**src/rtl/rice_core_bp_update_scheduler.sv**
```systemverilog
// Branch predictor update scheduler: per-requester FIFOs with round-robin issue
// onto the single predictor update port, gated by a full-table clear sequence.
module rice_core_bp_update_scheduler #(
  parameter int XLEN        = 32,
  parameter int ENTRIES     = 128,
  parameter int INDEX_WIDTH = $clog2(ENTRIES),
  parameter int FIFO_DEPTH  = 2
) (
  input  logic                   i_clk,
  input  logic                   i_rst_n,
  input  logic                   i_enable,
  input  logic [1:0]             i_req_valid,
  output logic [1:0]             o_req_ready,
  input  logic [2*XLEN-1:0]      i_req_pc,
  input  logic [2*XLEN-1:0]      i_req_target_pc,
  input  logic [1:0]             i_req_taken,
  input  logic [1:0]             i_req_not_taken,
  output logic                   o_upd_valid,
  output logic [XLEN-1:0]        o_upd_pc,
  output logic [XLEN-1:0]        o_upd_target_pc,
  output logic                   o_upd_taken,
  output logic                   o_clear_valid,
  output logic [INDEX_WIDTH-1:0] o_clear_index,
  output logic                   o_busy
);

  localparam int PTR_W = (FIFO_DEPTH > 1) ? $clog2(FIFO_DEPTH) : 1;
  localparam logic [PTR_W-1:0]       PTR_LAST = PTR_W'(FIFO_DEPTH - 1);
  localparam logic [INDEX_WIDTH-1:0] IDX_LAST = INDEX_WIDTH'(ENTRIES - 1);

  typedef enum logic [1:0] {
    ST_DISABLED = 2'd0,
    ST_CLEAR    = 2'd1,
    ST_RUN      = 2'd2
  } state_t;

  state_t                 state_r;
  logic [INDEX_WIDTH-1:0] clear_idx_r;
  logic                   rr_r;
  logic [XLEN-1:0]        pc_mem_r    [2][FIFO_DEPTH];
  logic [XLEN-1:0]        tgt_mem_r   [2][FIFO_DEPTH];
  logic                   taken_mem_r [2][FIFO_DEPTH];
  logic [PTR_W-1:0]       wr_ptr_r    [2];
  logic [PTR_W-1:0]       rd_ptr_r    [2];
  logic [1:0]             full_r;
  logic                   upd_valid_r;
  logic [XLEN-1:0]        upd_pc_r;
  logic [XLEN-1:0]        upd_tgt_r;
  logic                   upd_taken_r;

  logic                   run_s;
  logic [1:0]             ready_s;
  logic [1:0]             nonempty_s;
  logic [1:0]             push_s;
  logic [1:0]             pop_s;
  logic                   grant_s;

  // Pointers wrap explicitly so non-power-of-two-safe and depth-1 FIFOs both work.
  function automatic logic [PTR_W-1:0] inc_ptr(input logic [PTR_W-1:0] ptr);
    return (ptr == PTR_LAST) ? '0 : ptr + PTR_W'(1);
  endfunction

  // Accept, discard, and round-robin grant decisions for the current cycle.
  always_comb begin
    run_s      = (state_r == ST_RUN);
    ready_s    = 2'b00;
    nonempty_s = 2'b00;
    push_s     = 2'b00;
    pop_s      = 2'b00;
    grant_s    = 1'b0;
    for (int n = 0; n < 2; n++) begin
      nonempty_s[n] = full_r[n] | (wr_ptr_r[n] != rd_ptr_r[n]);
      if (run_s) begin
        ready_s[n] = ~full_r[n];
      end else begin
        ready_s[n] = 1'b0;
      end
      push_s[n] = i_req_valid[n] & ready_s[n] & (i_req_taken[n] | i_req_not_taken[n]);
    end
    if (nonempty_s == 2'b11) begin
      grant_s = rr_r;
    end else if (nonempty_s[0]) begin
      grant_s = 1'b0;
    end else begin
      grant_s = 1'b1;
    end
    if (run_s && (nonempty_s != 2'b00)) begin
      pop_s[grant_s] = 1'b1;
    end else begin
      pop_s = 2'b00;
    end
  end

  // Enable/clear sequencing, FIFO storage and the registered update port.
  always_ff @(posedge i_clk or negedge i_rst_n) begin
    if (!i_rst_n) begin
      state_r     <= ST_DISABLED;
      clear_idx_r <= '0;
      rr_r        <= 1'b0;
      full_r      <= 2'b00;
      upd_valid_r <= 1'b0;
      upd_pc_r    <= '0;
      upd_tgt_r   <= '0;
      upd_taken_r <= 1'b0;
      for (int n = 0; n < 2; n++) begin
        wr_ptr_r[n] <= '0;
        rd_ptr_r[n] <= '0;
        for (int k = 0; k < FIFO_DEPTH; k++) begin
          pc_mem_r[n][k]    <= '0;
          tgt_mem_r[n][k]   <= '0;
          taken_mem_r[n][k] <= 1'b0;
        end
      end
    end else begin
      upd_valid_r <= 1'b0;
      case (state_r)
        ST_DISABLED: begin
          clear_idx_r <= '0;
          if (i_enable) state_r <= ST_CLEAR;
        end
        ST_CLEAR: begin
          if (!i_enable) begin
            state_r     <= ST_DISABLED;
            clear_idx_r <= '0;
          end else if (clear_idx_r == IDX_LAST) begin
            state_r     <= ST_RUN;
            clear_idx_r <= '0;
          end else begin
            clear_idx_r <= clear_idx_r + INDEX_WIDTH'(1);
          end
        end
        ST_RUN: begin
          if (!i_enable) state_r <= ST_DISABLED;
        end
        default: begin
          state_r     <= ST_DISABLED;
          clear_idx_r <= '0;
        end
      endcase

      // Leaving RUN drops everything queued and suppresses this cycle's pop.
      if (run_s && !i_enable) begin
        full_r <= 2'b00;
        for (int n = 0; n < 2; n++) begin
          wr_ptr_r[n] <= '0;
          rd_ptr_r[n] <= '0;
        end
      end else begin
        for (int n = 0; n < 2; n++) begin
          if (push_s[n]) begin
            pc_mem_r[n][wr_ptr_r[n]]    <= i_req_pc[n*XLEN +: XLEN];
            tgt_mem_r[n][wr_ptr_r[n]]   <= i_req_target_pc[n*XLEN +: XLEN];
            taken_mem_r[n][wr_ptr_r[n]] <= i_req_taken[n];
            wr_ptr_r[n]                 <= inc_ptr(wr_ptr_r[n]);
          end
          if (pop_s[n]) rd_ptr_r[n] <= inc_ptr(rd_ptr_r[n]);
          if (push_s[n] && !pop_s[n] && (inc_ptr(wr_ptr_r[n]) == rd_ptr_r[n])) begin
            full_r[n] <= 1'b1;
          end else if (pop_s[n] && !push_s[n]) begin
            full_r[n] <= 1'b0;
          end
        end
        if (pop_s != 2'b00) begin
          upd_valid_r <= 1'b1;
          upd_pc_r    <= pc_mem_r[grant_s][rd_ptr_r[grant_s]];
          upd_tgt_r   <= tgt_mem_r[grant_s][rd_ptr_r[grant_s]];
          upd_taken_r <= taken_mem_r[grant_s][rd_ptr_r[grant_s]];
          rr_r        <= ~grant_s;
        end
      end
    end
  end

  assign o_req_ready     = ready_s;
  assign o_upd_valid     = upd_valid_r;
  assign o_upd_pc        = upd_pc_r;
  assign o_upd_target_pc = upd_tgt_r;
  assign o_upd_taken     = upd_taken_r;
  assign o_clear_valid   = (state_r == ST_CLEAR);
  assign o_clear_index   = clear_idx_r;
  assign o_busy          = (state_r != ST_RUN);

endmodule

```
**config.mk**
```make
export PLATFORM = sky130hd
export DESIGN_NAME = rice_core_bp_update_scheduler
export DESIGN_NICKNAME = d
export VERILOG_FILES = /design/src/rtl/rice_core_bp_update_scheduler.sv
export SDC_FILE = /design/constraint.sdc
export NUM_CORES = 1
export LEC_CHECK = 0
export BUFFER_PORTS_ARGS = -buffer_cell sky130_fd_sc_hd__buf_2
export CAP_MARGIN = 40
export CORE_MARGIN = 5
export CORE_UTILIZATION = 58
export DETAILED_ROUTE_END_ITERATION = 16
export PLACE_DENSITY = 0.8
export SYNTH_ARGS = -nofsm -noshare
export SYNTH_HDL_FRONTEND = slang
export SYNTH_SLANG_ARGS = --single-unit
```
**constraint.sdc**
```tcl
create_clock -name i_clk -period 2.85 [get_ports i_clk]
set_input_delay 0.285 -clock i_clk [delete_from_list [all_inputs] [get_ports i_clk]]
set_output_delay 0.285 -clock i_clk [all_outputs]
set_load 0.005 [all_outputs]
```
Word level (Yosys, flattened, before mapping)
Cells that the tools add are included.
- $add $sub $neg: 5
- reduce and logical (&&, ||, !) cells: 29
- equal/unequal tests: 12
- mux-type cells: 67
- $lt $le $gt $ge: 8
- bitwise gates (word level): 16
- operators with widths (operator ; count):
    $mux W64 ; 6
    $bwmux W64 ; 4
    $mux W32 ; 8
    $demux W32 S1 ; 2
    $mux W1 ; 27
    $mux W2 ; 11
    $mux W7 ; 2
    $pmux W7 S2 ; 1
    $reduce_bool A2 Y1 ; 6
    $logic_and A1 B1 Y1 ; 11
    $ge A2 B2 Y1 const B ; 4
    $not A1 Y2 ; 4
    $add A7 B1 Y7 const B ; 1
    $eq A7 B7 Y1 const B ; 1
    $ne A2 B2 Y1 const B ; 3
    $pmux W2 S3 ; 1
    $reduce_and A2 Y1 ; 3
    $reduce_bool A3 Y1 ; 2
    $logic_not A1 Y1 ; 5
    $add A1 B1 Y1 const B ; 4
    $and A1 B1 Y1 ; 4
    $bwmux W2 ; 2
    $eq A2 B2 Y1 const B ; 2
    $lt A2 B1 Y1 const B ; 2
    other kinds (11) ; 21
- bits of input ports: 137
- bits in registers: 342
- logic and storage cells: 162
- output and inout port bits: 77

Longest topological paths before layout
- depth in word-level cells: 14
- mapped depth: 9

Least setup slack after synthesis
Ideal clock, no wire load.
- path kind: register to register
- from: reg state_r[0]
- to: reg pc_mem_r[32] in the netlist's numbering
- setup time: 0.125 ns
- setup slack: 0.826 ns
- path buffers: 2
- period minus slack after synthesis: 2.024 ns
- arrival time: 1.899 ns
- data required time: 2.725 ns
- stages on the path, launching flop included: 9
- path through: dfrtp_1 and2b_2 inv_2 nor4b_2 nand2_1 nor2_1 buf_4 buf_4 mux2_2
- cells in the longest elaborated chain, start to end: 5
- elaborated cells between the ends (all ways): 7
- classes of those cells: eq/ne: 1; mux: 1; bitwise: 3; reduce/logical: 2
- ends and longest elaborated chain (what ; line ; source):
    start: declaration ; 37 ; state_t state_r;
    start signal: assignment ; 97 ; state_r <= ST_DISABLED;
    start signal: assignment ; 119 ; if (i_enable) state_r <= ST_CLEAR;
    start signal: assignment ; 123 ; state_r <= ST_DISABLED;
    $eq A2 B2 Y1 * ; 65 ; run_s = (state_r == ST_RUN);
    $mux W1 ; 73 ; if (run_s) begin
    $and A1 B1 Y1 (2 in a row) ; 78 ; push_s[n] = i_req_valid[n] & ready_s[n] & (i_req_taken[n] | i_req_not_taken[n]);
    $reduce_and A2 Y1 (no line) * ; - ;
    end signal: indexed assignment ; 151 ; pc_mem_r[n][wr_ptr_r[n]] <= i_req_pc[n*XLEN +: XLEN];
    end: declaration ; 40 ; logic [XLEN-1:0] pc_mem_r [2][FIFO_DEPTH];
Every way passes the cells marked *; elsewhere a longest branch is shown, timed or not.
A chain may end at the register's enable or synchronous reset.

Worst setup path in the final report
- from: reg state_r[0]
- to: reg tgt_mem_r[58] in the netlist's numbering
- cells in the longest elaborated chain, start to end: 5
- elaborated cells between the ends (all ways): 7
- classes of those cells: eq/ne: 1; mux: 1; bitwise: 3; reduce/logical: 2
- ends and longest elaborated chain (what ; line ; source):
    $eq A2 B2 Y1 * ; 65 ;
    $mux W1 ; 73 ;
    $and A1 B1 Y1 (2 in a row) ; 78 ;
    $reduce_and A2 Y1 (no line) * ; - ;
    end signal: indexed assignment ; 152 ; tgt_mem_r[n][wr_ptr_r[n]] <= i_req_target_pc[n*XLEN +: XLEN];
    end: declaration ; 41 ; logic [XLEN-1:0] tgt_mem_r [2][FIFO_DEPTH];
Marks and branches as above.

==> impl_results.md <==
- Max Cap Viol: 0
- Core Area: 0.0262 sq mm
- Top cell type's share of synthesized area: 0.552
- Mapped Avg Cell Area: approximately 12 sq um
- Post-synthesis sequential area ratio: 0.552
- Hold WC Path Type: in -> reg
- Switching share of total power: 0.236
- Slew HR: 0.373
- F_max: ~0.42 GHz
- Switch Pwr: around 2.6 mW
- Drc violations: 0
- Mapped cell area: between 0.015 and 0.02 sq mm
- Setup ws final: 0.458 ns
- Crit path to: tgt_mem_r[58]$_DFFE_PN0P_
- Post-synth EDFFs: 0
- Clk buf depth: 3
- Largest area contributor in the netlist: dfrtp_1
- Worst flop-to-flop path startpoint: state_r[0]$_DFFE_PN0P_
- Synth Flop Type: dfrtp_1
- Peak VDD IR: 485 uV
- Layout area overhead: 19.7%
- Routed WL per cell: 22.3 microns
- R2R depth: 7
- Static Leak: 9.30 nW
- Leading post-synthesis cells by cell area: dfrtp_1 (55%), mux2_2 (19%), nor2_1 (5.2%)
- First-pass GRT wire length: 66900 microns
- Final Max Tran Viols: 0
- Fin nets: roughly 1600
- PD cells: 606 mW/mm^2
- DR vias: 11400
- Die width: around 170 microns
- Design Power: 11.2 mW
- Crit Path Max Fanout: 29
- Vias in the first global route: 12200
- Reg-to-reg endpoint: tgt_mem_r[58]$_DFFE_PN0P_
- Non-Filler Instances: 1865
- Routed Antenna Nets: 0
- GR Util All Layers: 0.275
- Clock sink count: 342
- Post-synth net total: 1437
- Setup Slack @ Placement: approximately 0.45 ns
- Cell count after synthesis: 1299
- Share of cells above drive strength 1: 0.404
- Initial antenna violation count: 3
- Rows: 59
- Port buffer count: 213
- 1st-iter DRT viols: 958
- Finish-stage setup viols: 0
- Slowest cell on crit path: buf_4
- Clock power frac: 0.452
- Final HPWL DP: around 24000 microns
- Post-synth cell types: 39
- Flop pwr share: 0.459
- Slew @ Worst Pin: 0.940 ns
- Post-DP Area: 0.0170 sq mm
- CTS tree: yes
- Largest net degree at the start of global routing: 90
- Logic pwr share: 0.090
- DR pass1 iterations: 5
- Worst EP arrival: 2.79 ns
- Total CTS buffers: 37
- Initial Util: 0.592
- CTS H-tree depth: 2
- Die area: 0.0301 sq mm
- Final WL: 41600 microns
- Reg clk slew, reported paths: 0.06 ns
- Die Y: 174 microns
- Routability congestion estimate: 0.798
- Minimum clock period: 2.39 ns
- Critical Path Source: state_r[0]$_DFFE_PN0P_
- Worst Path Required: 3.25 ns
- TNS Setup: 0 ns
- Crit Path Category: reg -> reg
- Startpoint Class: flip-flop
- RSZ-0062 raised after global routing: false
- Clk_lat worst skew: between 0.5 and 0.6 ns
- Placed insts: approximately 1800
- Worst Setup End Kind: flip-flop
- FF+latch count, synth: 342
- Postcts setup bufs: 0
- P_int: between 8 and 9 mW
- Status: finished, final reports clean
- Max Clock Skew: between 0.015 and 0.02 ns
- CP peak stage delay: between 0.4 and 0.5 ns
- IO Count: 214
- Total congestion overflow: 0
- Yosys warning count: 0
- Crit share post-route: 0.839
- Worst R2R Setup Slack: 0.46 ns
- Routed vias/inst: around 6.1
- Clock root buffer: clkbuf_16
- Worst path cell trace: and2b_2 > inv_2 > nor4b_2 > nand2_1 > nor2_4 > buf_4 > mux2_2
- Ys async rst share: 1.00
- Final hold vios: 0
- Fin area: about 0.019 sq mm
how the worst min path moves through the flow:
stage	cells past startpoint	endpoint	slack [ns]	start
after floorplan	0	full_r[0]$_DFFE_PN0P_	-0.01	i_rst_n
after global placement	1	pc_mem_r[24]$_DFFE_PN0P_	0.37	i_rst_n
after detailed placement	1	o_upd_pc[29]$_DFFE_PN0P_	0.37	i_rst_n
after CTS	2	pc_mem_r[105]$_DFFE_PN0P_	0.0009	i_req_pc[9]
after global routing	2	pc_mem_r[105]$_DFFE_PN0P_	0.003	i_req_pc[9]
final	2	tgt_mem_r[5]$_DFFE_PN0P_	0.01	i_req_target_pc[37]
sequential cells by signal (all words and copies together), names as in the netlist:
register	cells
pc_mem_r	128
o_upd_valid	1
o_clear_index	7
state_r	2
o_upd_target_pc	32
o_upd_pc	32
tgt_mem_r	128
taken_mem_r	4
wr_ptr_r	2
o_upd_taken	1
full_r	2
rd_ptr_r	2
rr_r	1
cell usage after synthesis, drive strengths merged, types with 2 or more instances:
master,n
clkbuf,49
nor2,213
buf,53
o21ai,7
nand3,130
nand2,8
a22o,2
dfrtp,342
nand4,3
a211oi,64
inv,3
mux2,262
mux2i,67
nor4b,2
xor2,6
a31oi,4
a21oi,69
or2,2
cell usage in the layout (no fill, tap or decap), types with 4 or more instances in the layout:
cell / n
buf_12: 20
nor2_1: 210
a31oi_1: 4
clkbuf_8: 16
mux2i_1: 67
mux2_2: 262
a211oi_1: 33
nand2_1: 7
nand3_1: 128
a211oi_2: 31
clkbuf_1: 5
dfrtp_1: 340
buf_4: 12
xor2_1: 6
clkbuf_16: 38
buf_2: 212
o21ai_0: 5
a21oi_1: 67
dlygate4sd3_1: 20
worst max-delay path: cells and delay by family (launching register included):
family / cells / cell delay [ns]
buffers and inverters: 2 / 0.58
DFF: 1 / 0.38
muxes: 1 / 0.39
and+or+nand+nor: 4 / 0.90
power groups by stage:
stage | registers (mW) | logic [mW] | clock network (mW)
after floorplan | 5.21 | 0.501 | 0
after global placement | 5.23 | 0.953 | 0
final | 5.15 | 1.01 | 5.08
after global routing | 5.17 | 1.09 | 5.35
after detailed placement | 5.24 | 0.981 | 0
after CTS | 5.15 | 1.01 | 5.14
per-layer routing:
layer  up-vias  track usage  share of wire
met5         -            0        0.00050
met3       119       0.0550          0.079
met1      5725        0.363           0.40
met4         4        0.107          0.034
li1       5017            -              -
met2       537        0.452           0.48
what timing repair did:
item,4_1_cts,5_1_grt
hold buffers,20,0
gates resized for setup,0,0
hold endpoints to repair,110,0
endpoints found under the setup margin,0,0
through the flow:
stage / hold WS [ns] / utilization
floorplan: -0.0106 / -
global placement: 0.365 / 0.649
detailed placement: 0.371 / 0.650
CTS: 0.000873 / 0.708
global route: 0.00290 / 0.708
finish: 0.0115 / 0.708
area by class of cell:
cell class                 instances  area, sq um
clock buffer                      59         1190
antenna                            1         2.50
tap                              335          419
fill                            1815         7640
sequential                       342         8560
multi-input combinational        852         6480
timing repair buffer             265         1770
inverter                           3         11.3
clock inverter                     8          131
cell families after synthesis:
kind of cell,Yosys count,synth area share
AOI/OAI and AO/OA,153,0.0726
DFF,342,0.552
muxes,329,0.233
xor gates and xnor gates,7,0.00395
adders and majority gates,1,0.000806
and+or+nand+nor,362,0.101
buffers and inverters,105,0.0363
(Power assumes the default switching activity.)
